==> src/rtl/ltcminer_icarus_io.sv <==
// ---------------------------------------------------------------------------
// ltcminer_icarus_io
//
// Icarus-protocol serial front end for the scrypt miner. A built-in 8N1 UART
// receiver assembles 84-byte getwork frames from the host. Each frame carries:
//   bytes 0..3   control word (the low 16 bits are the target high word)
//   bytes 4..7   start nonce
//   bytes 8..83  76-byte block header
// The block hands the header and a running nonce to an external hash core.
// Golden nonces come back from the core. They are queued in a 4-entry FIFO and
// returned to the host through a built-in 8N1 UART transmitter. Each nonce is
// sent as 4 bytes, least-significant byte first.
//
// Parameters
//   comm_clk_frequency : clk frequency in Hz
//   baud_rate          : serial bit rate; one bit lasts
//                        DIV = comm_clk_frequency / baud_rate clocks
//
// Ports
//   clk, rst_n   : system clock (posedge) and asynchronous active-low reset
//   RxD / TxD    : host serial in / out, both idle high
//   work_data    : 608-bit header; frame byte 8 sits at [607:600]
//   work_nonce   : nonce the core should hash next
//   work_load    : 1-cycle pulse; a new frame was latched and the core must
//                  restart
//   core_next    : 1-cycle pulse from the core; it took work_nonce, so advance
//   hash_valid   : 1-cycle pulse from the core; hash_hi/hash_nonce are valid
//   hash_hi      : most-significant hash word for hash_nonce
//   hash_nonce   : nonce that produced hash_hi
//   led          : {tx_busy, golden_seen, frame_loaded, rx_active}
//
// Handshake: all core-side signals are single-cycle strobes with no
// back-pressure. A strobe is acted on in the cycle it is high. A golden nonce
// that arrives while the FIFO is full is dropped.
//
// Optional feature (macro LTCMINER_DYNPLL_EN): if a frame's control word
// starts with 16'h55AA, its byte 3 is also driven on pll_mult. In that case
// pll_update pulses together with work_load.
// ---------------------------------------------------------------------------
module ltcminer_icarus_io #(
   parameter int comm_clk_frequency = 100_000_000,
   parameter int baud_rate          = 115_200
) (
   input  logic         clk,
   input  logic         rst_n,
   input  logic         RxD,
   output logic         TxD,
   output logic [607:0] work_data,
   output logic [31:0]  work_nonce,
   output logic         work_load,
   input  logic         core_next,
   input  logic         hash_valid,
   input  logic [31:0]  hash_hi,
   input  logic [31:0]  hash_nonce,
   output logic [3:0]   led
`ifdef LTCMINER_DYNPLL_EN
   ,
   output logic [7:0]   pll_mult,
   output logic         pll_update
`endif
);

   localparam int DIV     = comm_clk_frequency / baud_rate;
   localparam int HALF    = DIV / 2;
   localparam int TIMEOUT = 20 * DIV;
   localparam int CW      = $clog2(TIMEOUT + 2);

   localparam logic [CW-1:0] DIV_M1  = CW'(DIV - 1);
   localparam logic [CW-1:0] HALF_M1 = CW'(HALF - 1);
   localparam logic [CW-1:0] TO_LIM  = CW'(TIMEOUT);
   localparam logic [CW-1:0] ONE     = CW'(1);

   // rx_buf holds the first 83 bytes of a frame; the 84th byte is still in
   // rx_shift when the frame is latched. Frame bit f is rx_buf[f-8]. Without
   // the PLL feature the two oldest control bytes are never used, so they
   // are allowed to fall off the top of the buffer.
`ifdef LTCMINER_DYNPLL_EN
   localparam int BUF_HI = 663;
`else
   localparam int BUF_HI = 647;
`endif

   // ------------------------------------------------------------------
   // RxD synchroniser and edge history
   // ------------------------------------------------------------------
   logic rx_meta, rx_s, rx_prev;

   always_ff @(posedge clk or negedge rst_n) begin
      if (!rst_n) begin
         rx_meta <= 1'b1;
         rx_s    <= 1'b1;
         rx_prev <= 1'b1;
      end else begin
         rx_meta <= RxD;
         rx_s    <= rx_meta;
         rx_prev <= rx_s;
      end
   end

   // ------------------------------------------------------------------
   // UART receive FSM
   // ------------------------------------------------------------------
   typedef enum logic [1:0] {RX_IDLE, RX_START, RX_DATA, RX_STOP} rx_state_t;

   rx_state_t     rx_state, rx_state_d;
   logic [CW-1:0] rx_cnt, rx_cnt_d;
   logic [2:0]    rx_bit, rx_bit_d;
   logic [7:0]    rx_shift, rx_shift_d;
   logic          rx_byte_valid;

   always_ff @(posedge clk or negedge rst_n) begin
      if (!rst_n) begin
         rx_state <= RX_IDLE;
         rx_cnt   <= '0;
         rx_bit   <= '0;
         rx_shift <= '0;
      end else begin
         rx_state <= rx_state_d;
         rx_cnt   <= rx_cnt_d;
         rx_bit   <= rx_bit_d;
         rx_shift <= rx_shift_d;
      end
   end

   always_comb begin
      rx_state_d    = rx_state;
      rx_cnt_d      = rx_cnt;
      rx_bit_d      = rx_bit;
      rx_shift_d    = rx_shift;
      rx_byte_valid = 1'b0;
      case (rx_state)
         RX_IDLE: begin
            if (rx_prev && !rx_s) begin
               rx_cnt_d   = '0;
               rx_state_d = RX_START;
            end
         end
         RX_START: begin
            // Re-check the line half a bit into the start bit. This rejects
            // glitches, and it puts every later sample near the middle of
            // its bit.
            if (rx_cnt == HALF_M1) begin
               rx_cnt_d   = '0;
               rx_bit_d   = '0;
               rx_state_d = rx_s ? RX_IDLE : RX_DATA;
            end else begin
               rx_cnt_d = rx_cnt + ONE;
            end
         end
         RX_DATA: begin
            if (rx_cnt == DIV_M1) begin
               rx_cnt_d   = '0;
               rx_shift_d = {rx_s, rx_shift[7:1]};
               if (rx_bit == 3'd7) begin
                  rx_state_d = RX_STOP;
               end else begin
                  rx_bit_d = rx_bit + 3'd1;
               end
            end else begin
               rx_cnt_d = rx_cnt + ONE;
            end
         end
         RX_STOP: begin
            if (rx_cnt == DIV_M1) begin
               rx_cnt_d      = '0;
               rx_byte_valid = rx_s;   // a low stop bit means a framing error; drop the byte
               rx_state_d    = RX_IDLE;
            end else begin
               rx_cnt_d = rx_cnt + ONE;
            end
         end
         default: rx_state_d = RX_IDLE;
      endcase
   end

   // ------------------------------------------------------------------
   // Frame assembly, inter-byte timeout and work latching
   // ------------------------------------------------------------------
   logic [BUF_HI:0] rx_buf;
   logic [6:0]      byte_cnt;
   logic [CW-1:0]   idle_cnt;
   logic            frame_done;
   logic [15:0]     target;
   logic            frame_loaded;

   assign frame_done = rx_byte_valid && (byte_cnt == 7'd83);

   always_ff @(posedge clk or negedge rst_n) begin
      if (!rst_n) begin
         rx_buf   <= '0;
         byte_cnt <= '0;
         idle_cnt <= '0;
      end else if (rx_byte_valid) begin
         rx_buf   <= {rx_buf[BUF_HI-8:0], rx_shift};
         byte_cnt <= frame_done ? 7'd0 : byte_cnt + 7'd1;
         idle_cnt <= '0;
      end else if (byte_cnt != 7'd0) begin
         // A host that stalls mid-frame loses the partial frame. The next
         // byte it sends is then taken as byte 0 of a new frame.
         if (idle_cnt == TO_LIM) begin
            byte_cnt <= '0;
            idle_cnt <= '0;
         end else begin
            idle_cnt <= idle_cnt + ONE;
         end
      end else begin
         idle_cnt <= '0;
      end
   end

   always_ff @(posedge clk or negedge rst_n) begin
      if (!rst_n) begin
         work_data    <= '0;
         work_nonce   <= '0;
         target       <= '0;
         work_load    <= 1'b0;
         frame_loaded <= 1'b0;
      end else begin
         work_load <= frame_done;
         if (frame_done) begin
            work_data    <= {rx_buf[599:0], rx_shift};
            work_nonce   <= rx_buf[631:600];
            target       <= rx_buf[647:632];
            frame_loaded <= 1'b1;
         end else if (core_next) begin
            work_nonce <= work_nonce + 32'd1;
         end
      end
   end

`ifdef LTCMINER_DYNPLL_EN
   always_ff @(posedge clk or negedge rst_n) begin
      if (!rst_n) begin
         pll_mult   <= '0;
         pll_update <= 1'b0;
      end else begin
         pll_update <= frame_done && (rx_buf[663:648] == 16'h55AA);
         if (frame_done && (rx_buf[663:648] == 16'h55AA)) begin
            pll_mult <= rx_buf[639:632];
         end
      end
   end
`endif

   // ------------------------------------------------------------------
   // Golden check and result FIFO
   // ------------------------------------------------------------------
   // The compare uses the registered target. A result that arrives in the
   // same cycle a new frame latches is therefore judged against the old
   // target, which belongs to the work that produced it.
   logic        golden_match, fifo_push, fifo_pop, golden_seen;
   logic [31:0] fifo_mem [4];
   logic [1:0]  fifo_wr, fifo_rd;
   logic [2:0]  fifo_count;

   assign golden_match = hash_valid && (hash_hi <= {16'h0000, target});
   assign fifo_push    = golden_match && (fifo_count != 3'd4);

   always_ff @(posedge clk or negedge rst_n) begin
      if (!rst_n) begin
         for (int i = 0; i < 4; i++) fifo_mem[i] <= '0;
         fifo_wr     <= '0;
         fifo_rd     <= '0;
         fifo_count  <= '0;
         golden_seen <= 1'b0;
      end else begin
         if (golden_match) golden_seen <= 1'b1;
         if (fifo_push) begin
            fifo_mem[fifo_wr] <= hash_nonce;
            fifo_wr           <= fifo_wr + 2'd1;
         end
         if (fifo_pop) fifo_rd <= fifo_rd + 2'd1;
         case ({fifo_push, fifo_pop})
            2'b10:   fifo_count <= fifo_count + 3'd1;
            2'b01:   fifo_count <= fifo_count - 3'd1;
            default: fifo_count <= fifo_count;
         endcase
      end
   end

   // ------------------------------------------------------------------
   // UART transmit FSM: one 32-bit nonce as four back-to-back 8N1 bytes.
   // Sending the bytes LSB first with LSB-first bits makes the whole word
   // leave LSB first, so one right-shifting register serves all 32 bits.
   // ------------------------------------------------------------------
   typedef enum logic [1:0] {TX_IDLE, TX_START, TX_DATA, TX_STOP} tx_state_t;

   tx_state_t     tx_state, tx_state_d;
   logic [CW-1:0] tx_cnt, tx_cnt_d;
   logic [2:0]    tx_bit, tx_bit_d;
   logic [1:0]    tx_byte, tx_byte_d;
   logic [31:0]   tx_word, tx_word_d;
   logic          txd_d;

   always_ff @(posedge clk or negedge rst_n) begin
      if (!rst_n) begin
         tx_state <= TX_IDLE;
         tx_cnt   <= '0;
         tx_bit   <= '0;
         tx_byte  <= '0;
         tx_word  <= '0;
         TxD      <= 1'b1;
      end else begin
         tx_state <= tx_state_d;
         tx_cnt   <= tx_cnt_d;
         tx_bit   <= tx_bit_d;
         tx_byte  <= tx_byte_d;
         tx_word  <= tx_word_d;
         TxD      <= txd_d;
      end
   end

   always_comb begin
      tx_state_d = tx_state;
      tx_cnt_d   = tx_cnt;
      tx_bit_d   = tx_bit;
      tx_byte_d  = tx_byte;
      tx_word_d  = tx_word;
      fifo_pop   = 1'b0;
      case (tx_state)
         TX_IDLE: begin
            if (fifo_count != 3'd0) begin
               fifo_pop   = 1'b1;
               tx_word_d  = fifo_mem[fifo_rd];
               tx_byte_d  = '0;
               tx_cnt_d   = '0;
               tx_state_d = TX_START;
            end
         end
         TX_START: begin
            if (tx_cnt == DIV_M1) begin
               tx_cnt_d   = '0;
               tx_bit_d   = '0;
               tx_state_d = TX_DATA;
            end else begin
               tx_cnt_d = tx_cnt + ONE;
            end
         end
         TX_DATA: begin
            if (tx_cnt == DIV_M1) begin
               tx_cnt_d  = '0;
               tx_word_d = {1'b0, tx_word[31:1]};
               if (tx_bit == 3'd7) begin
                  tx_state_d = TX_STOP;
               end else begin
                  tx_bit_d = tx_bit + 3'd1;
               end
            end else begin
               tx_cnt_d = tx_cnt + ONE;
            end
         end
         TX_STOP: begin
            if (tx_cnt == DIV_M1) begin
               tx_cnt_d = '0;
               if (tx_byte == 2'd3) begin
                  tx_state_d = TX_IDLE;
               end else begin
                  tx_byte_d  = tx_byte + 2'd1;
                  tx_state_d = TX_START;
               end
            end else begin
               tx_cnt_d = tx_cnt + ONE;
            end
         end
         default: tx_state_d = TX_IDLE;
      endcase

      // TxD is registered. It is decoded from the state being entered, so
      // the serial line changes on the same edge as the state.
      case (tx_state_d)
         TX_START: txd_d = 1'b0;
         TX_DATA:  txd_d = tx_word_d[0];
         default:  txd_d = 1'b1;
      endcase
   end

   // ------------------------------------------------------------------
   // Status LEDs
   // ------------------------------------------------------------------
   assign led = {(tx_state != TX_IDLE), golden_seen, frame_loaded,
                 ((rx_state != RX_IDLE) || (byte_cnt != 7'd0))};

endmodule

==> config.mk <==
export PLATFORM = sky130hd
export DESIGN_NAME = ltcminer_icarus_io
export DESIGN_NICKNAME = d
export VERILOG_FILES = /design/src/rtl/ltcminer_icarus_io.sv
export SDC_FILE = /design/constraint.sdc
export NUM_CORES = 2
export LEC_CHECK = 0
export CORE_MARGIN = 4
export CORE_UTILIZATION = 56
export CTS_CLUSTER_DIAMETER = 50
export DETAILED_ROUTE_END_ITERATION = 10
export GPL_TIMING_DRIVEN = 0
export PLACE_DENSITY = 0.78
export SETUP_SLACK_MARGIN = 0.02
export SYNTH_ARGS = -nofsm -noshare
export SYNTH_HDL_FRONTEND = slang
export SYNTH_SLANG_ARGS = --single-unit
==> constraint.sdc <==
create_clock -name clk -period 4.1 [get_ports clk]
set_input_delay 0.615 -clock clk [delete_from_list [all_inputs] [get_ports clk]]
set_output_delay 0.615 -clock clk [all_outputs]
set_load 0.02 [all_outputs]
==> impl_metrics.tcl <==
set metrics [dict create \
    total_power_mw 32.1 \
    ys.warnings.count 0 \
    clock_skew_ns 0.0287 \
    synth-main-ff-cell "dfrtp_1" \
    r2r_slack_ns 0.29 \
    syn-num-nets 6785 \
    synth-seq-cells 1550 \
    post-route-util 0.696 \
    r2r-end "rx_buf[334]" \
    nets 7674 \
    gp_congestion 0.931 \
    wire_per_inst_um 19.5 \
    clk_path_buf_depth 3 \
    hold_class "in2reg" \
    drive_gt1_frac 0.0690 \
    status "complete, no violations" \
    hpwlAfterDp_mm 128 \
    clkTransAtPathRegs_ns 0.06 \
    grtUsageMet3 0.0902 \
    pin_count 715 \
    synth-edff-count 0 \
    ff2ff_path_depth 10 \
    syn2layout_area_growth_pct 23.6 \
    critPathArrivalTime_ns 4.50 \
    drv_slew 0 \
    initialDrtViolationCount 4149 \
    p_leak_nw 40.2 \
    grt_pass1_wl_mm 277 \
    relSlewSlack 0.225 \
    antenna_found_initial 2 \
    vias 48700 \
    grt_util_met1 0.394 \
    die_h_um 339 \
    chipWidth_um 339 \
    peakVddDrop_uv 367 \
    cts-root-buf "clkbuf_16" \
    cts_tree "done" \
    clock_sinks 1550 \
    numCtsBuffers 163 \
    core_um2 109000 \
    start_util 0.563 \
    netlist_area_um2 61300 \
    synth_cell_types 63 \
    port_buffers 713 \
    die-area_um2 115000 \
    grt_busiest_layer "met2" \
    min_period_over_period 0.929 \
    crit_end "rx_buf[334]" \
    seq_area_frac_synth 0.633 \
    cts_resized 0 \
    worst_pin_slew_ns 1.16 \
    finalSetupViolations 0 \
    grt_start_max_net_pins 193 \
    crit_fanout 10 \
    ant_nets 0 \
    gr-total-overflow 0 \
    avgViaCountPerCell 5.35 \
    h-tree-depth 4 \
    met2_usage 0.492 \
    grt_usage 0.308 \
    dr.pass1.iters 8 \
    cp-end-kind "register" \
    p_per_area_nw_per_um2 423 \
    rr_startpoint "rx_cnt[0]" \
    drcViolationCount 0 \
    critPathKind "reg2reg" \
    syn_avg_cell_area_um2 9.18 \
    max-cap-violations 0 \
    cts_setup_buffers 0 \
    finalCriticalPeriod_ns 3.81 \
    required_ns 4.79 \
    clk_latency_ns 0.76 \
    rsz0062_at_grt "no" \
    finalHoldViolCount 0 \
    syn_inst 6681 \
    async_reset_ff_frac 1.00 \
    start_kind "register" \
    grt_pass1_vias 48600 \
    wl_mm 178 \
    timing.fmax_mhz 263 \
    critical_path.startpoint "rx_cnt[0]" \
    num_rows 121 \
]
==> state kept, by name (all words and copies together), names as in the netlist, 2 cells and up, named ones only <==
signal and count:
byte_cnt 7, fifo_count 3, fifo_mem 128, fifo_rd 2, fifo_wr 2, idle_cnt 15
rx_bit 3, rx_buf 648, rx_cnt 15, rx_shift 8, target 16, tx_bit 3
tx_byte 2, tx_cnt 15, tx_state 2, tx_word 32, work_data 608, work_nonce 32
==> cell usage after synthesis, drive strengths merged, types with 6 or more instances <==
cell type	instances	area [µm²]
nand4	16	100
a21oi	12	60.1
xor2	29	254
buf	210	1250
o21ai	103	516
o31ai	8	60.1
ha	34	425
and2	6	37.5
xnor2	33	289
clkbuf	156	586
dfrtp	1546	38700
inv	43	161
o2bb2ai	131	1150
mux2	10	113
nor4	11	103
nand2b	10	62.6
nor3	13	70.1
and4	8	70.1
and3	28	175
mux4	32	721
nor2	57	214
nand3	31	155
nand2	4067	15300
a22oi	35	263
==> through the flow <==
step                worst slack, ns  setup TNS [ns]  area (µm²)  hold WS [ns]  instances
detailed placement           -0.184          -0.198       70500         0.351       8817
global placement             -66.20               -       70200         0.350       8808
finish                        0.293               0       75800         0.305       9108
floorplan                     0.837               0       61300         0.319       6681
CTS                           0.265               0       75800         0.253       9106
global route                  0.126               0       75800         0.329       9107
==> routing by layer <==
| layer | wire, µm | part of all wire |
|---|---|---|
| met2 | 83100 | 0.47 |
| met1 | 70400 | 0.40 |
| met4 | 8660 | 0.049 |
| met5 | 13 | 0.000073 |
| met3 | 15700 | 0.088 |
==> worst max-delay path, stage by stage (launching register included) <==
cell and delay, ns:
dfrtp_1 0.42, ha_1 0.27, and4bb_2 0.25, nand4_1 0.13
or3_1 0.12, clkbuf_1 0.85, buf_2 0.48, clkbuf_1 0.57
clkbuf_1 0.42, nand2_1 0.13, nand2_1 0.09
==> where the power goes <==
| group | switching, mW | internal (mW) | leakage (nW) |
|---|---|---|---|
| registers | 0.208 | 15.5 | 21.5 |
| logic | 1.23 | 0.626 | 16.0 |
| clock network | 6.13 | 8.41 | 2.60 |
==> cells in the final DEF (no fill, tap or decap), types with 12 or more instances in the layout <==
master and n:
a21oi_1 12, a22oi_1 35, buf_2 169, xnor2_1 33, nor2_1 57, o2bb2ai_1 131, clkinv_2 27, mux4_2 32
nand2_1 4067, ha_1 34, clkdlybuf4s50_1 712, o21ai_0 97, xor2_1 29, dfrtp_1 1546, clkbuf_16 166, inv_1 42
nand3_1 31, clkbuf_1 185, buf_6 33, inv_6 13, nand4_1 16, nor3_1 12, clkbuf_8 34, and3_1 28
==> cell families (layout without fill, tap and decap cells) <==
kind of cell	after synthesis	in the layout	synth area share
adder cells (fa/ha/maj)	35	35	0.00726
AO/OA/AOI/OAI	309	309	0.0360
multiplexers	46	46	0.0142
flip-flops	1550	1550	0.633
AND/OR/NAND/NOR	4268	4268	0.268
other	0	1	0
XOR/XNOR	62	62	0.00886
buffers and inverters	411	1423	0.0328
==> worst min path at each step <==
stage,start,endpoint,cells past startpoint
2_1_floorplan,rst_n,asynchronous set/reset pin,0
3_3_place_gp,rx_meta,rx_s,0
3_5_place_dp,rx_meta,rx_s,0
4_1_cts,core_next,work_nonce[0],3
5_1_grt,core_next,work_nonce[0],3
6_report,core_next,work_nonce[0],3
==> cell type report <==
class	instances	area [µm²]
inverter	45	169
sequential	1550	38800
antenna	1	2.50
multi-input combinational	4720	20500
clock inverter	60	561
buffer	366	1840
timing repair buffer	724	7440
clock buffer	228	4710
tap	1414	1770
fill	8068	33100
==> what timing repair did <==
item / 4_1_cts / 5_1_grt
hold buffers: 1 / 0
hold endpoints to repair: 159 / 0
endpoints found under the setup margin: 0 / 107
Power figures use the tool's default switching activity.
